## config.mk

```make
export PLATFORM = sky130hd
export DESIGN_NAME = exc_ctrl
export DESIGN_NICKNAME = d
export VERILOG_FILES = /design/src/rtl/exc_ctrl.sv
export SDC_FILE = /design/constraint.sdc
export NUM_CORES = 1
export LEC_CHECK = 0
export ABC_AREA = 1
export CORE_ASPECT_RATIO = 0.9
export CORE_MARGIN = 4
export CORE_UTILIZATION = 35
export CTS_BUF_LIST = sky130_fd_sc_hd__clkbuf_2
export CTS_CLUSTER_SIZE = 30
export DETAILED_ROUTE_END_ITERATION = 10
export GPL_ROUTABILITY_DRIVEN = 0
export PLACE_DENSITY_LB_ADDON = 0.12
export SETUP_SLACK_MARGIN = 0.3
export SLEW_MARGIN = 20
export SYNTH_ARGS = -nofsm -noshare
export SYNTH_HDL_FRONTEND = slang
export SYNTH_SLANG_ARGS = --single-unit
```

## constraint.sdc

```tcl
create_clock -name clk -period 1.8 [get_ports clk]
set_input_delay 0.36 -clock clk [delete_from_list [all_inputs] [get_ports clk]]
set_output_delay 0.36 -clock clk [all_outputs]
set_load 0.03 [all_outputs]
```

## src/rtl/exc_ctrl.sv

```systemverilog
// Exception/stall controller: stall priority, one-cycle flush with redirect PC, and post-flush drain.
// Optional stall watchdog is built when EXC_CTRL_WATCHDOG_EN is defined.
module exc_ctrl #(
  parameter logic [31:0] EXC_VECTOR   = 32'h00000020,
  parameter int unsigned DRAIN_CYCLES = 2,
  parameter logic [15:0] STALL_LIMIT  = 16'd1024
) (
  input  logic        clk,
  input  logic        rst,
  input  logic        stallreq_id_i,
  input  logic        stallreq_ex_i,
  input  logic        stallreq_mem_i,
  input  logic [31:0] excepttype_i,
  input  logic [31:0] cp0_epc_i,
  output logic [5:0]  stall_o,
  output logic        flush_o,
  output logic [31:0] new_pc_o,
  output logic [15:0] exc_count_o,
  output logic        stall_timeout_o
);

  typedef enum logic [1:0] {RUN, FLUSH, DRAIN} state_e;

  state_e      state_q, state_d;
  logic [3:0]  drain_cnt_q, drain_cnt_d;
  logic [31:0] new_pc_q, new_pc_d;
  logic [15:0] exc_count_q, exc_count_d;
  logic        recognised;
  logic        accept;

  always_comb begin
    case (excepttype_i)
      32'h1, 32'h8, 32'ha, 32'hc, 32'hd, 32'he: recognised = 1'b1;
      default:                                  recognised = 1'b0;
    endcase
  end

  always_comb begin
    state_d     = state_q;
    drain_cnt_d = drain_cnt_q;
    new_pc_d    = new_pc_q;
    exc_count_d = exc_count_q;
    accept      = 1'b0;
    flush_o     = 1'b0;
    stall_o     = 6'b000000;
    case (state_q)
      RUN: begin
        if (recognised) begin
          accept   = 1'b1;
          state_d  = FLUSH;
          new_pc_d = (excepttype_i == 32'he) ? cp0_epc_i : EXC_VECTOR;
          if (exc_count_q != 16'hFFFF) exc_count_d = exc_count_q + 16'd1;
        end
      end
      FLUSH: begin
        flush_o     = 1'b1;
        state_d     = DRAIN;
        drain_cnt_d = 4'(DRAIN_CYCLES);
      end
      DRAIN: begin
        // Exceptions arriving here belong to squashed instructions and are dropped.
        drain_cnt_d = drain_cnt_q - 4'd1;
        if (drain_cnt_q <= 4'd1) begin
          drain_cnt_d = 4'd0;
          state_d     = RUN;
        end
      end
      default: state_d = RUN;
    endcase
    // An accepted exception outranks any stall in the same cycle.
    if (!rst && !accept && state_q != FLUSH) begin
      if (stallreq_mem_i)     stall_o = 6'b011111;
      else if (stallreq_ex_i) stall_o = 6'b001111;
      else if (stallreq_id_i) stall_o = 6'b000111;
    end
  end

  always_ff @(posedge clk) begin
    if (rst) begin
      state_q     <= RUN;
      drain_cnt_q <= 4'd0;
      new_pc_q    <= 32'd0;
      exc_count_q <= 16'd0;
    end else begin
      state_q     <= state_d;
      drain_cnt_q <= drain_cnt_d;
      new_pc_q    <= new_pc_d;
      exc_count_q <= exc_count_d;
    end
  end

  assign new_pc_o    = new_pc_q;
  assign exc_count_o = exc_count_q;

`ifdef EXC_CTRL_WATCHDOG_EN
  logic [15:0] wd_cnt_q, wd_cnt_d;
  logic        timeout_q, timeout_d;

  always_comb begin
    wd_cnt_d = 16'd0;
    if (stall_o != 6'b000000) begin
      wd_cnt_d = (wd_cnt_q >= STALL_LIMIT) ? STALL_LIMIT : wd_cnt_q + 16'd1;
    end
    timeout_d = timeout_q | (wd_cnt_d == STALL_LIMIT);
  end

  always_ff @(posedge clk) begin
    if (rst) begin
      wd_cnt_q  <= 16'd0;
      timeout_q <= 1'b0;
    end else begin
      wd_cnt_q  <= wd_cnt_d;
      timeout_q <= timeout_d;
    end
  end

  assign stall_timeout_o = timeout_q;
`else
  assign stall_timeout_o = 1'b0 & (STALL_LIMIT == 16'd0);
`endif

endmodule
```

## Word-level counts from Yosys, hierarchy flattened

Cells that the tools add are included.

- Flip-flop bits (word level): 54

- Add/subtract/negate cells: 2
- Magnitude comparators: 1
- Equality and inequality tests: 12
- Mux-type cells: 14
- Reductions and logical operators: 10

Operator list:

| cell | count |
|---|---|
| $eq 32x4->1 const B | 5 |
| $eq 32x1->1 const B | 1 |
| $mux 32 | 1 |
| $add 16x1->16 const B | 1 |
| $ne 16x16->1 const B | 1 |
| $mux 5 | 2 |
| $mux 4 | 2 |
| $pmux 4 s2 | 1 |
| $pmux 2 s3 | 1 |
| $reduce_or 6->1 | 1 |
| $le 4x1->1 const B | 1 |
| $mux 1 | 4 |
| $mux 2 | 2 |
| $ne 2x2->1 const B | 2 |
| $reduce_and 2->1 | 2 |
| $sub 4x1->4 const B | 1 |
| $mux 3 | 1 |
| $reduce_and 3->1 | 1 |
| $eq 2x1->1 const B | 1 |
| $eq 2x2->1 const B | 1 |
| $logic_and 1x1->1 | 2 |
| $logic_not 1->1 | 2 |
| $logic_not 2->1 | 1 |
| $ne 2x1->1 const B | 1 |
| $reduce_bool 2->1 | 1 |

## Longest topological paths before layout

- Depth in word-level cells: 9
- Depth in mapped cells: 11
- Depth with buffers taken out: 11

## Least setup slack after synthesis

No wires, ideal clock.

- Path kind: input port to output port
- Start: input port excepttype_i[0]
- End: output port stall_o[1]
- Arrival time: 1.788 ns
- Setup slack: -0.348 ns
- Stages on the path: 8
- Buffers on the path: 2
- Cell sequence: inv_1 nor3_1 nor2_1 nand3_4 buf_2 nand2_1 nor2_1 buf_4

- Longest elaborated chain between the ends: 9

RTL lines:

| what | line | RTL |
|---|---|---|
| from (decl) | 13 | `input logic [31:0] excepttype_i,` |
| $eq 32x4->1 or $eq 32x1->1 (tied branches) | 32 | `case (excepttype_i)` |
| $reduce_or 6->1 * | 32 |  |
| $mux 1 * | 32 |  |
| $mux 1 * | 48 | `if (recognised) begin` |
| $mux 1 * | 46 | `case (state_q)` |
| $logic_not 1->1 * | 71 | `if (!rst && !accept && state_q != FLUSH) begin` |
| $logic_and 1x1->1 * (2 in a row) | 71 |  |
| $mux 5 * | 71 |  |
| to (decl) | 15 | `output logic [5:0] stall_o,` |

Every way passes the cells marked *; elsewhere a longest branch is shown, timed or not.

## Worst setup path after layout

- Start: register state_q[0]
- End: output port stall_o[0]

- Longest elaborated chain between the ends: 6

RTL lines:

| what | line | RTL |
|---|---|---|
| from (decl) | 24 | `state_e state_q, state_d;` |
| from (signal assigned) | 85 | `state_q <= state_d;` |
| $logic_not 2->1 | 46 |  |
| $mux 1 | 46 |  |
| $logic_not 1->1 | 71 |  |
| $logic_and 1x1->1 | 71 |  |
| $logic_and 1x1->1 * | 71 |  |
| $mux 5 * | 71 |  |

Marks and branches as above.

==> impl_metrics.csv <==
group,metric,value,unit
worst_setup_path,path_max_fanout,3,
clock_tree,clockBufferDepth,2,
floorplanning,dieHeight,94.38,um
layout,final_layout_size_suffix_gt1_share,41.53,%
power_and_ir_drop,p_per_area,415.7,nW/um^2
route,dr.pass1.iters,4,
floorplanning,core_area,8068,um^2
route,ant_nets,0,
sta,rsz0062_at_grt,"yes",
layout,multi_input_area,1853,um^2
clock_tree,clk_pin_slew,0.28,ns
synth,avgSynthCellArea,6.349,um^2
route,drc,0,
status,status,"finished with violations",
grt,first_global_vias,3331,
placement,port-buffer-count,122,
clock_tree,cts_buffers,5,
synth,ys_top_cells_by_area,"dfxtp_1 (37%), nand2_1 (16%), inv_1 (9.2%)",
grt,grt-ovfl-total,0,
grt,antenna_found_initial,0,
sta,setup_violations,5,
worst_setup_path,start_kind,"flip-flop",
layout,nNetsFinal,700,
sta,finalHoldViolCount,0,
layout,final_cell_area,5069,um^2
sta,whs,0.4561,ns
route,highest_layer,"met4",
placement,placed_cells,672,
worst_hold_path,min_path_type,"input pin to flip-flop",
grt,grt_pass1_wl,14710,um
synth,yosysWarningCount,0,
sta,min_period,1.880,ns
synth,syn_area,2902,um^2
route,totalWireLength,9181,um
placement,placed_area,4362,um^2
route,drt-met1-wl,3730,um
job,cap_violations,0,
floorplanning,start_util,35.96,%
clock_tree,cts_tree,"built",
clock_tree,cts_hold_buf,0,
grt,grt_usage,17.81,%
sta,min_period_over_period,104.5,%
worst_setup_path,reg2regPathDepth,7,
grt,grt_start_max_net_pins,43,
synth,async_flop_share,0,%
worst_setup_path,end_kind,"output pin",
clock_tree,root_buffer,"clkbuf_2",
synth,ys_ff_latch,54,
route,num_vias,3325,
worst_setup_path,r2r-end,"exc_count_o[7]$_SDFFE_PP0P_",
worst_setup_path,worstSetupPathType,"flip-flop to output pin",
synth,ys_seq_area_share,37.26,%
worst_setup_path,startpoint,"state_q[0]$_SDFFE_PP0P_",
synth,synth_top_area_cell,"dfxtp_1",
layout,insertedDiodeCount,0,
power_and_ir_drop,p_leak,2.332,nW
sta,setup_ws,-0.08036,ns
synth,yosysUniqueCellTypes,27,
clock_tree,insertion_delay,0.43,ns
clock_tree,cts_sinks,54,
floorplanning,row_count,31,
floorplanning,die-area,9813,um^2
layout,seqCellArea,1141,um^2
layout,final_cells,725,
route,via_per_inst,4.586,
worst_setup_path,worstPathRequired,1.44,ns
synth,syn_inst,457,
route,drt-initial-drc-count,93,
floorplanning,ioPinCount,125,
worst_setup_path,r2r_start,"state_q[0]$_SDFFE_PP0P_",
sta,relSlewSlack,62.65,%
clock_tree,cts_max_level,2,
worst_setup_path,crit_end,"stall_o[0]",
status,failed_checks,"setup timing",
synth,synth_top_area_share,37.26,%
placement,post-place-ws,-0.7528,ns
worst_setup_path,ff2ff_setup_slack,0.17,ns
layout,fillCellCount,741,
synth,synth-edff-count,0,
synth,synth_ff_type,"dfxtp_1",
synth,synthMostInstantiatedCell,"nand2_1",
sta,tightest_slew,0.5602,ns
worst_setup_path,critPathArrivalTime,1.52,ns
power_and_ir_drop,power,2.107,mW
route,wl_met2,4836,um
placement,post-dp-hpwl,5887,um
floorplanning,fp.dieW,104.0,um
sta,fmax,531.8,MHz
route,wl_met3,589,um
layout,area_growth,74.69,%
route,routedWlPerCell,12.66,um
sta,timing.final.max_slew_violations,0,
sta,skew,0.01617,ns
synth,synth_commonest_cells,"nand2_1 (127), inv_1 (71), nor2_1 (57)",
power_and_ir_drop,peakVddDrop,0.2573,mV
-- registers in the layout, summed over array words and instances (netlist names) --
name	flops
exc_count_o	16
drain_cnt_q	4
new_pc_o	32
state_q	2
-- power breakdown --
| part | switching [mW] | total [mW] | internal (mW) | leakage, nW |
|---|---|---|---|---|
| Clock | 0.393 | 0.632 | 0.239 | 0.0392 |
| Sequential | 0.00000000244 | 1.19 | 1.19 | 0.454 |
| Combinational | 0.117 | 0.288 | 0.170 | 1.84 |
| Total | 0.510 | 2.11 | 1.60 | 2.33 |
-- metrics by stage --
stage / utilization [%] / setup TNS, ns
after detailed placement: 54.06 / -21.98
after global placement: 54.06 / -19.91
after CTS: 59.54 / -0.4825
final: 62.83 / -0.3812
after global routing: 62.83 / -0.9166
after floorplan: - / 0
-- cell usage in the layout (no fill, tap or decap), drive strengths merged, types with 4 or more instances in the layout --
| cell type | synthesis | routed |
|---|---|---|
| a21oi | 42 | 42 |
| buf | 15 | 119 |
| clkbuf | 7 | 9 |
| clkdlybuf4s50 | 0 | 37 |
| dfxtp | 54 | 54 |
| dlygate4sd2 | 0 | 21 |
| ha | 6 | 6 |
| inv | 71 | 71 |
| nand2 | 127 | 127 |
| nand3 | 51 | 51 |
| nor2 | 62 | 62 |
| nor3 | 4 | 4 |
| o21ai | 6 | 6 |
-- logic make-up after synthesis --
group,share of synthesized area (%)
simple gates,36.65
buf+inv,13.45
flops,37.26
compound gates,9.012
fa+ha+maj,2.587
xor+xnor,0.9057
other cells,0.1292
-- layer usage --
| layer | vias up | GRT usage (%) |
|---|---|---|
| li1 | 1733 | - |
| met1 | 1513 | 20.34 |
| met2 | 77 | 33.77 |
| met3 | 2 | 5.263 |
| met4 | 0 | 2.658 |
| met5 | - | 0 |
-- critical path, stage by stage (launching register included) --
cell     delay, ns
dfxtp_4       0.45
inv_4         0.04
ha_4          0.16
nand3_4       0.10
nand2_4       0.06
nor2_4        0.12
buf_6         0.15
-- final cells by class --
cell class,instances,area share (%)
timing repair buffer,182,31.75
clock inverter,2,0.7406
tap,99,2.444
sequential,54,22.51
inverter,71,5.406
multi-input combinational,311,36.56
clock buffer,6,0.5924
-- worst min-delay path by stage --
stage	depth (start not counted)	slack, ns	from	to
6_report	3	0.46	cp0_epc_i[27]	new_pc_o[27]$_SDFFE_PP0P_
5_1_grt	3	0.40	cp0_epc_i[27]	new_pc_o[27]$_SDFFE_PP0P_
4_1_cts	3	0.43	cp0_epc_i[27]	new_pc_o[27]$_SDFFE_PP0P_
3_5_place_dp	2	0.46	exc_count_o[12]$_SDFFE_PP0P_	exc_count_o[12]$_SDFFE_PP0P_
3_3_place_gp	2	0.46	exc_count_o[12]$_SDFFE_PP0P_	exc_count_o[12]$_SDFFE_PP0P_
2_1_floorplan	1	0.43	rst	state_q[0]$_SDFFE_PP0P_
-- timing repair --
action                                  CTS  global route
pin swaps                                43            22
setup buffers                            36             7
gates resized for setup                 436            60
endpoints found under the setup margin  103            65
hold endpoints to repair                  0             0
gates cloned                              2             0
Power figures use the tool's default switching activity.
